## config.mk

```make
export PLATFORM = sky130hd
export DESIGN_NAME = snake_motion_ctrl
export DESIGN_NICKNAME = d
export VERILOG_FILES = /design/src/rtl/snake_motion_ctrl.sv
export SDC_FILE = /design/constraint.sdc
export NUM_CORES = 1
export LEC_CHECK = 0
export BUFFER_PORTS_ARGS = -buffer_cell sky130_fd_sc_hd__buf_2
export CAP_MARGIN = 20
export CORE_UTILIZATION = 25
export DETAILED_ROUTE_END_ITERATION = 12
export GPL_TIMING_DRIVEN = 0
export MAX_ROUTING_LAYER = met4
export SYNTH_ARGS = -nofsm -noshare
export SYNTH_HDL_FRONTEND = slang
export SYNTH_SLANG_ARGS = --single-unit
```

## constraint.sdc

```tcl
create_clock -name Clock -period 7.15 [get_ports Clock]
set_input_delay 1.0725 -clock Clock [delete_from_list [all_inputs] [get_ports Clock]]
set_output_delay 1.0725 -clock Clock [all_outputs]
set_load 0.1 [all_outputs]
```

## src/rtl/snake_motion_ctrl.sv

```systemverilog
// snake_motion_ctrl: head motion, length-based tick rate and buffered turns.
// Define SNAKE_WRAP_EN to wrap at the playfield edges instead of colliding.
module snake_motion_ctrl #(
  parameter int COORD_W = 11,
  parameter int X_MAX   = 639,
  parameter int Y_MAX   = 479,
  parameter int START_X = 240,
  parameter int START_Y = 350,
  parameter int STEP    = 1,
  parameter int LEN_W   = 8,
  parameter int LEN_TH1 = 20,
  parameter int LEN_TH2 = 50,
  parameter int PERIOD0 = 2000000,
  parameter int PERIOD1 = 900000,
  parameter int PERIOD2 = 400000,
  parameter int TICK_W  = 28,
  parameter int QDEPTH  = 2
) (
  input  logic               Clock,
  input  logic               Reset,
  input  logic               iGameOver,
  input  logic               iPause,
  input  logic               iWest,
  input  logic               iEast,
  input  logic               iNorth,
  input  logic               iSouth,
  input  logic [LEN_W-1:0]   iSnakeLength,
  output logic [COORD_W-1:0] oSnakeLocationX,
  output logic [COORD_W-1:0] oSnakeLocationY,
  output logic [1:0]         oHeading,
  output logic               oIconTick,
  output logic               oWallHit,
  output logic               oQueueFull
);

  localparam int XW = COORD_W + 1;
  localparam int PW = (QDEPTH > 1) ? $clog2(QDEPTH) : 1;
  localparam int CW = $clog2(QDEPTH + 1);

  localparam logic [XW-1:0] X_LIM  = XW'(X_MAX);
  localparam logic [XW-1:0] Y_LIM  = XW'(Y_MAX);
  localparam logic [XW-1:0] STEP_C = XW'(STEP);
`ifdef SNAKE_WRAP_EN
  localparam logic [XW-1:0] X_SPAN = XW'(X_MAX + 1);
  localparam logic [XW-1:0] Y_SPAN = XW'(Y_MAX + 1);
`endif

  localparam logic [TICK_W-1:0] LAST0 = TICK_W'(PERIOD0 - 1);
  localparam logic [TICK_W-1:0] LAST1 = TICK_W'(PERIOD1 - 1);
  localparam logic [TICK_W-1:0] LAST2 = TICK_W'(PERIOD2 - 1);

  localparam logic [LEN_W-1:0] TH1 = LEN_W'(LEN_TH1);
  localparam logic [LEN_W-1:0] TH2 = LEN_W'(LEN_TH2);

  localparam logic [PW-1:0] PTR_END = PW'(QDEPTH - 1);
  localparam logic [CW-1:0] Q_FULL  = CW'(QDEPTH);

  localparam logic [1:0] H_EAST  = 2'd0;
  localparam logic [1:0] H_WEST  = 2'd1;
  localparam logic [1:0] H_NORTH = 2'd2;
  localparam logic [1:0] H_SOUTH = 2'd3;

  typedef enum logic [1:0] {
    ST_RUN   = 2'd0,
    ST_PAUSE = 2'd1,
    ST_HALT  = 2'd2
  } state_t;

  state_t              state_q, state_d;
  logic [TICK_W-1:0]   cnt_q, cnt_d;
  logic [1:0]          level_q, level_d;
  logic                tick_q, tick_d;
  logic                wall_q, wall_d;
  logic [COORD_W-1:0]  x_q, x_d;
  logic [COORD_W-1:0]  y_q, y_d;
  logic [1:0]          head_q, head_d;
  logic [3:0]          btn_q;
  logic [1:0]          q_mem_q [QDEPTH];
  logic [1:0]          q_mem_d [QDEPTH];
  logic [PW-1:0]       rd_ptr_q, rd_ptr_d;
  logic [PW-1:0]       wr_ptr_q, wr_ptr_d;
  logic [CW-1:0]       q_cnt_q, q_cnt_d;

  logic [3:0]          btn;
  logic [3:0]          rise;
  logic                req_vld;
  logic [1:0]          req_dir;
  logic                q_empty;
  logic                q_full;
  logic [PW-1:0]       tail_ptr;
  logic [1:0]          ref_dir;
  logic                push;
  logic                pop;
  logic                step;
  logic [TICK_W-1:0]   last;
  logic [1:0]          len_lvl;
  logic [1:0]          dir;
  logic                hit;
  logic [XW-1:0]       x_ext;
  logic [XW-1:0]       y_ext;

  // bit0 West, bit1 East, bit2 South, bit3 North (priority order)
  assign btn  = {iNorth, iSouth, iEast, iWest};
  assign rise = btn & ~btn_q;

  assign q_empty  = (q_cnt_q == '0);
  assign q_full   = (q_cnt_q == Q_FULL);
  assign tail_ptr = (wr_ptr_q == '0) ? PTR_END : wr_ptr_q - 1'b1;
  assign ref_dir  = q_empty ? head_q : q_mem_q[tail_ptr];

  assign step = (state_q == ST_RUN) && !iPause && !iGameOver && (cnt_q == last);
  assign pop  = step && !q_empty;
  assign dir  = pop ? q_mem_q[rd_ptr_q] : head_q;

  assign x_ext = {1'b0, x_q};
  assign y_ext = {1'b0, y_q};

  // Highest-priority new button press this clock
  always_comb begin
    req_vld = |rise;
    req_dir = H_NORTH;
    if (rise[0])      req_dir = H_WEST;
    else if (rise[1]) req_dir = H_EAST;
    else if (rise[2]) req_dir = H_SOUTH;
    else              req_dir = H_NORTH;
  end

  // Accept a turn only if it changes axis relative to the last queued heading
  always_comb begin
    push = req_vld && (state_q != ST_HALT) && !q_full &&
           (req_dir[1] != ref_dir[1]);
  end

  // Speed level from body length, and terminal count of the current level
  always_comb begin
    len_lvl = 2'd0;
    unique case (1'b1)
      (iSnakeLength < TH1):  len_lvl = 2'd0;
      (iSnakeLength >= TH2): len_lvl = 2'd2;
      default:               len_lvl = 2'd1;
    endcase
    last = LAST0;
    unique case (level_q)
      2'd1:    last = LAST1;
      2'd2:    last = LAST2;
      default: last = LAST0;
    endcase
  end

  // Turn queue pointers, occupancy and storage
  always_comb begin
    q_mem_d  = q_mem_q;
    rd_ptr_d = rd_ptr_q;
    wr_ptr_d = wr_ptr_q;
    q_cnt_d  = q_cnt_q;
    if (push) begin
      q_mem_d[wr_ptr_q] = req_dir;
      wr_ptr_d = (wr_ptr_q == PTR_END) ? '0 : wr_ptr_q + 1'b1;
    end
    if (pop) begin
      rd_ptr_d = (rd_ptr_q == PTR_END) ? '0 : rd_ptr_q + 1'b1;
    end
    unique case ({push, pop})
      2'b10:   q_cnt_d = q_cnt_q + 1'b1;
      2'b01:   q_cnt_d = q_cnt_q - 1'b1;
      default: q_cnt_d = q_cnt_q;
    endcase
  end

  // Next head position; extra bit keeps edge checks free of overflow
  always_comb begin
    x_d = x_q;
    y_d = y_q;
    hit = 1'b0;
    if (step) begin
      unique case (dir)
        H_EAST: begin
          if ((x_ext + STEP_C) > X_LIM) begin
`ifdef SNAKE_WRAP_EN
            x_d = COORD_W'(x_ext + STEP_C - X_SPAN);
`else
            hit = 1'b1;
`endif
          end else begin
            x_d = COORD_W'(x_ext + STEP_C);
          end
        end
        H_WEST: begin
          if (x_ext < STEP_C) begin
`ifdef SNAKE_WRAP_EN
            x_d = COORD_W'(x_ext + X_SPAN - STEP_C);
`else
            hit = 1'b1;
`endif
          end else begin
            x_d = COORD_W'(x_ext - STEP_C);
          end
        end
        H_NORTH: begin
          if (y_ext < STEP_C) begin
`ifdef SNAKE_WRAP_EN
            y_d = COORD_W'(y_ext + Y_SPAN - STEP_C);
`else
            hit = 1'b1;
`endif
          end else begin
            y_d = COORD_W'(y_ext - STEP_C);
          end
        end
        H_SOUTH: begin
          if ((y_ext + STEP_C) > Y_LIM) begin
`ifdef SNAKE_WRAP_EN
            y_d = COORD_W'(y_ext + STEP_C - Y_SPAN);
`else
            hit = 1'b1;
`endif
          end else begin
            y_d = COORD_W'(y_ext + STEP_C);
          end
        end
      endcase
    end
  end

  // Run/pause/halt control, tick counter and registered pulse outputs
  always_comb begin
    state_d = state_q;
    cnt_d   = cnt_q;
    level_d = level_q;
    tick_d  = 1'b0;
    wall_d  = wall_q;
    head_d  = head_q;
    unique case (state_q)
      ST_RUN: begin
        if (iGameOver) begin
          state_d = ST_HALT;
        end else if (iPause) begin
          state_d = ST_PAUSE;
        end else if (step) begin
          cnt_d   = '0;
          tick_d  = 1'b1;
          level_d = len_lvl;
          head_d  = dir;
          if (hit) begin
            state_d = ST_HALT;
            wall_d  = 1'b1;
          end
        end else begin
          cnt_d = cnt_q + 1'b1;
        end
      end
      ST_PAUSE: begin
        if (iGameOver)   state_d = ST_HALT;
        else if (!iPause) state_d = ST_RUN;
      end
      ST_HALT: state_d = ST_HALT;
      default: state_d = ST_HALT;
    endcase
  end

  // State registers, asynchronously reset to the start position
  always_ff @(posedge Clock or posedge Reset) begin
    if (Reset) begin
      state_q  <= ST_RUN;
      cnt_q    <= '0;
      level_q  <= 2'd0;
      tick_q   <= 1'b0;
      wall_q   <= 1'b0;
      x_q      <= COORD_W'(START_X);
      y_q      <= COORD_W'(START_Y);
      head_q   <= H_EAST;
      btn_q    <= '0;
      q_mem_q  <= '{default: 2'd0};
      rd_ptr_q <= '0;
      wr_ptr_q <= '0;
      q_cnt_q  <= '0;
    end else begin
      state_q  <= state_d;
      cnt_q    <= cnt_d;
      level_q  <= level_d;
      tick_q   <= tick_d;
      wall_q   <= wall_d;
      x_q      <= x_d;
      y_q      <= y_d;
      head_q   <= head_d;
      btn_q    <= btn;
      q_mem_q  <= q_mem_d;
      rd_ptr_q <= rd_ptr_d;
      wr_ptr_q <= wr_ptr_d;
      q_cnt_q  <= q_cnt_d;
    end
  end

  assign oSnakeLocationX = x_q;
  assign oSnakeLocationY = y_q;
  assign oHeading        = head_q;
  assign oIconTick       = tick_q;
  assign oWallHit        = wall_q;
  assign oQueueFull      = q_full;

endmodule

```

==> results.yml, run 1 <==
status:
  status: "finished, final reports clean"
placed_design:
  io_buffers: 41
  gp_congestion: 0.875
  dp.final_hpwl_um: 6460
clock_tree:
  cts_root_buffer: "clkbuf_16"
  cts_resized: 0
  numCtsBuffers: 9
  htree_levels: 3
  clk_path_buf_depth: 2
  cts_tree: "built"
  postCtsSetupBuffers: 0
  worstSkewPairLatency_ns: 0.33
  hold_buffers: 0
  cts.reportedPaths.clkPinSlew_ns: 0.05
  cts.sinks: 70
floorplanning:
  dieArea_um2: 16500
  initial_core_util_pct: 25.9
  dieWidth_um: 128
  io_pins: 43
  die_y_um: 128
  num_rows: 45
  core_um2: 15400
global_routing:
  grt_max_degree: 71
  grt_util_all_layers_pct: 11.8
  grt_pass1_wl_um: 15100
  overflow: 0
  antenna_found_initial: 0
  first_global_vias: 3172
sta:
  finalHoldViolations: 0
  setup_viol: 0
  post-route-min-period_ns: 3.59
  tns_ns: 0
  tightest_slew_ns: 0.867
  skew_ns: 0.00505
  rsz0062_at_grt: "no"
  report.final.slew_viol_count: 0
  max_freq_mhz: 278
  relSlewSlack_pct: 42.2
  fin_crit_sh_pct: 50.2
layout:
  synthToLayoutAreaGrowth_pct: 18.6
  n_fill_cell: 1589
  drive_gt1_share_pct: 17.8
  n_antenna_cell: 0
  layout.nets: 497
  fin_util_pct: 30.8
yosys:
  ys_types: 56
  synth_cells: 421
  synth_edf_count: 0
  synth_top_area_share_pct: 37.7
  syn_area_per_cell_um2: 9.47
  mappedNetlistNets: 445
  synthFlopType: "dfrtp_1"
  synth_area_leader_cell: "dfrtp_1"
  netlist_area_um2: 3990
  synth.most_common_cell: "dfrtp_1"
  synthArstFlopShare_pct: 100
  synth_seq_area_share_pct: 44.2
  synth.area.top_cells: "dfrtp_1, xnor2_1, dfstp_2"
  ys_ff_latch: 70
  synth_common_cells: "dfrtp_1, nor2_1, nand2_1"
  ys.warnings.count: 0
pwr:
  finalPower_uw: 860
  peakVddDrop_uv: 104
  power_density_nw_per_um2: 182
  power.leakage_uw: 0.00202
setup_path:
  critPathRequiredTime_ns: 7.40
  crit_type: "reg -> reg"
  reg2reg_from: "level_q[0]"
  critPathMaxStageDelay_ns: 0.69
  reg2regPathDepth: 9
  crit_fanout: 8
  cp.arrival_ns: 3.85
  end_kind: "register"
  start_kind: "register"
  path_cells: "ha_1, or3b_1, a222oi_1, nand4_1, nor3_4, mux2i_1, mux2_2, nand2_1, xnor2_1"
  slowest_stage: "mux2i_1"
  crit_start: "level_q[0]"
drt:
  post-route-drc-count: 0
  drtAntennaViolNets: 0
  wirelength_um: 8920
  wire_per_inst_um: 12.9
  vias: 3286
  viasPerCell: 4.77
  drt_iter0_drc: 172
  drtPass1Iterations: 4
min_path:
  hp-start: "cnt_q[4]"
  hold_path_class: "reg -> reg"
  min_path_cells: 1
flow_run:
  maxCapViolCount: 0
[final timing paths]
kind | to | slack, ns
setup / recovery | oSnakeLocationX[2] | 3.56
hold / removal | cnt_q[4] | 0.47
setup reg to reg | oSnakeLocationX[2] | 3.56
hold reg to reg | cnt_q[4] | 0.47
max in group asynchronous | oHeading[0] | 5.64
min in group asynchronous | oSnakeLocationY[5] | 0.93
[metrics by stage]
step | cell area (um^2) | worst slack, ns | hold slack, ns | std cells
after floorplan | 3990 | 4.13 | 0.439 | 421
after global placement | 4460 | 3.41 | 0.457 | 673
after detailed placement | 4460 | 3.54 | 0.469 | 673
after CTS | 4730 | 3.52 | 0.480 | 689
after global routing | 4730 | 3.35 | 0.491 | 689
final | 4730 | 3.56 | 0.474 | 689
[routing by layer]
layer  vias up  track usage [%]  wire [um]  part of all wire (%)
met2        74             18.4       4270                    48
met5         -                -          0                     0
li1       1603                -          -                     -
met3        17             2.21        288                   3.2
met4         0             5.19        179                   2.0
met1      1592             15.0       4180                    47
[power by group]
part	total [uW]	internal [uW]	switching, uW	leakage [uW]
clock	403	242	161	0.000132
sequential	408	402	5.68	0.000886
combinational	49.0	14.1	34.9	0.00100
[flip-flops by register name, indices dropped and copies added, names as in the netlist]
register / flops
btn_q: 4
cnt_q: 28
level_q: 2
oHeading: 2
oIconTick: 1
oSnakeLocationX: 11
oSnakeLocationY: 11
oWallHit: 1
q_cnt_q: 2
q_mem_q: 4
rd_ptr_q: 1
state_q: 2
wr_ptr_q: 1
[final cells by class]
class                           count  area [um^2]  area share [%]
Multi-Input combinational cell    324         2120            44.8
Clock inverter                      4         22.5           0.476
Tap cell                          211          264            5.58
Inverter                           18         70.1            1.48
Sequential cell                    70         1760            37.3
Buffer                              9         38.8           0.820
Timing Repair Buffer               41          205            4.34
Clock buffer                       12          246            5.21
[cells by family after synthesis]
logic type | count (synthesis) | synth area share [%]
adders and majority gates | 8 | 2.51
xor gates and xnor gates | 53 | 11.6
DFF | 70 | 44.2
muxes | 18 | 4.96
buffers and inverters | 27 | 2.67
and+or+nand+nor | 192 | 25.5
AOI/OAI and AO/OA | 53 | 8.44
[cell usage in the layout, fill, tap and decap left out, types with 14 or more instances in the layout]
cell type,Yosys,layout
nand2_1,42,42
nor2_1,43,43
buf_2,4,45
inv_1,18,17
o21ai_1,14,14
nand3_1,19,19
xnor2_1,39,39
nand4_1,16,16
dfrtp_1,60,60
xor2_1,14,14
[worst max-delay path: cells and delay by family (launching register included)]
family | cells | cell delay, ns
muxes | 2 | 1.10
and+or+nand+nor | 4 | 1.23
xor gates and xnor gates | 1 | 0.11
adders and majority gates | 1 | 0.26
DFF | 1 | 0.38
AOI/OAI and AO/OA | 1 | 0.44
No activity file was read; power rests on OpenSTA's default activity.
==> run 2, diff against run 1 <==
--- a/config.mk
+++ b/config.mk
@@ -5,6 +5,7 @@
 export SDC_FILE = /design/constraint.sdc
 export NUM_CORES = 1
 export LEC_CHECK = 0
+export ABC_AREA = 1
 export BUFFER_PORTS_ARGS = -buffer_cell sky130_fd_sc_hd__buf_2
 export CAP_MARGIN = 20
 export CORE_UTILIZATION = 25
==> constraint.sdc (replaced) <==
create_clock -name Clock -period 3.4 [get_ports Clock]
set_input_delay 0.51 -clock Clock [delete_from_list [all_inputs] [get_ports Clock]]
set_output_delay 0.51 -clock Clock [all_outputs]
set_load 0.1 [all_outputs]
==> results.yml, run 2 <==
global_routing:
  grt_max_degree: 63
  antenna_found_initial: 0
  first_global_vias: 4108
  grt_util_all_layers_pct: 13.1
  grt_pass1_wl_um: 20100
  overflow: 0
sta:
  skew_ns: 0.00641
  tns_ns: 0
  report.final.slew_viol_count: 0
  max_freq_mhz: 349
  fin_crit_sh_pct: 84.3
  finalHoldViolations: 0
  tightest_slew_ns: 0.644
  post-route-min-period_ns: 2.87
  relSlewSlack_pct: 56.7
  fin_ws_ns: 0.533
  rsz0062_at_grt: "no"
  setup_viol: 0
yosys:
  synthFlopType: "dfrtp_1"
  synth_cells: 681
  synth_common_cells: "nand2_1, inv_1, nor2_1"
  synth_edf_count: 0
  netlist_area_um2: 4810
  syn_area_per_cell_um2: 7.07
  synth_area_leader_cell: "dfrtp_1"
  synthArstFlopShare_pct: 100
  ys_ff_latch: 70
  mappedNetlistNets: 705
  synth.area.top_cells: "dfrtp_1, nand2_1, inv_1"
  synth.most_common_cell: "nand2_1"
  synth_seq_area_share_pct: 36.6
  synth_top_area_share_pct: 31.2
  ys_types: 43
  ys.warnings.count: 0
pwr:
  power_density_nw_per_um2: 330
  peakVddDrop_uv: 239
  power.leakage_uw: 0.00280
drt:
  vias: 4413
  wirelength_um: 11700
  viasPerCell: 4.54
  drtPass1Iterations: 5
  drtAntennaViolNets: 0
  wire_per_inst_um: 12.0
  post-route-drc-count: 0
  drt_iter0_drc: 219
setup_path:
  start_kind: "register"
  crit_fanout: 10
  cpMostUsedCell: "nand3_2"
  critPathMaxStageDelay_ns: 0.46
  critPathRequiredTime_ns: 3.67
  slowest_stage: "ha_1"
  crit_buf_inv: 2
  end_kind: "register"
  cpLargestDelayFamily: "simple AND/OR/NAND/NOR gates"
  cp.arrival_ns: 3.13
  path_cells: "ha_1, inv_2, nand2_1, nand4_1, nor2_1, nand3_2, nor2_8, nand3_2, nand2_4, a21oi_1, nand3_2, buf_6, nand2_1, o21ai_1"
  crit_type: "reg -> reg"
placed_design:
  dp_cells: 957
  place_ws_ns: 0.582
  dp.final_hpwl_um: 8870
  io_buffers: 41
  gp_congestion: 0.857
flow_run:
  maxCapViolCount: 0
status:
  status: "finished, final reports clean"
clock_tree:
  clk_path_buf_depth: 2
  postCtsSetupBuffers: 0
  htree_levels: 3
  cts_tree: "built"
  cts_resized: 0
  numCtsBuffers: 9
  cts.reportedPaths.clkPinSlew_ns: 0.06
  worstSkewPairLatency_ns: 0.34
  cts_root_buffer: "clkbuf_16"
  cts.sinks: 70
  hold_buffers: 0
floorplanning:
  num_rows: 50
  initial_core_util_pct: 25.7
  die_y_um: 141
  core_um2: 18800
  dieArea_um2: 19800
  io_pins: 43
  dieWidth_um: 141
layout:
  drive_gt1_share_pct: 15.4
  layout.nets: 758
  layout_commonest_cell: "nand2_1"
  final_cells: 973
  mostFrequentLayoutCells: "nand2_1, inv_1, nor2_1"
  n_antenna_cell: 0
  largest_reg_flops: 28
  synthToLayoutAreaGrowth_pct: 17.5
  top_register: "cnt_q"
min_path:
  hold_path_class: "in -> async"
[run 2: cell families (layout without fill, tap and decap cells)]
group                      Yosys count  count (layout)  share of synthesized area [%]
AOI/OAI and AO/OA                   76              76                           8.76
xor gates and xnor gates            38              38                           6.91
adders and majority gates            8               8                           2.08
buffers and inverters              119             177                           10.1
DFF                                 70              70                           36.6
muxes                                2               2                          0.442
and+or+nand+nor                    368             368                           35.1
[run 2: final timing paths]
check	from	end	slack, ns	depth (start not counted)
worst min-delay path	Reset	oSnakeLocationX[10]	0.06	2
worst max-delay path	level_q[1]	oSnakeLocationX[2]	0.53	14
worst min register to register	oWallHit	oWallHit	0.48	2
worst max register to register	level_q[1]	oSnakeLocationX[2]	0.53	14
max in group asynchronous	Reset	oSnakeLocationY[1]	2.77	3
min in group Clock	iWest	btn_q[0]	0.29	1
[run 2: area by class of cell]
cell class	count	area (um^2)
fill	2054	13100
sequential	70	1760
multi-input combinational	492	2570
buffer	10	75.1
clock buffer	13	270
inverter	109	412
tap	234	293
timing repair buffer	42	233
clock inverter	3	42.5
[run 2: layer usage]
layer  vias to the layer above  GRT usage, %  routed length [um]
li1                       2279             -                   -
met1                      2023          17.6                5850
met2                        99          19.3                5150
met3                        12          2.85                 504
met4                         0          4.41                 157
met5                         -             -                   0
[run 2: power breakdown]
part           switching [uW]  internal, uW  total, uW
registers                2.24           838        840
logic                    26.1          13.5       39.6
clock network             362           627        989
[run 2: stage by stage]
stage | power [uW] | hold slack [ns] | utilization [%] | area [um^2]
after floorplan | 875 | 0.453 | - | 4810
after global placement | 892 | 0.479 | 28.3 | 5310
after detailed placement | 896 | 0.422 | 28.5 | 5340
after CTS | 1900 | 0.0537 | 30.1 | 5660
after global routing | 1930 | 0.0624 | 30.1 | 5660
final | 1870 | 0.0613 | 30.1 | 5660
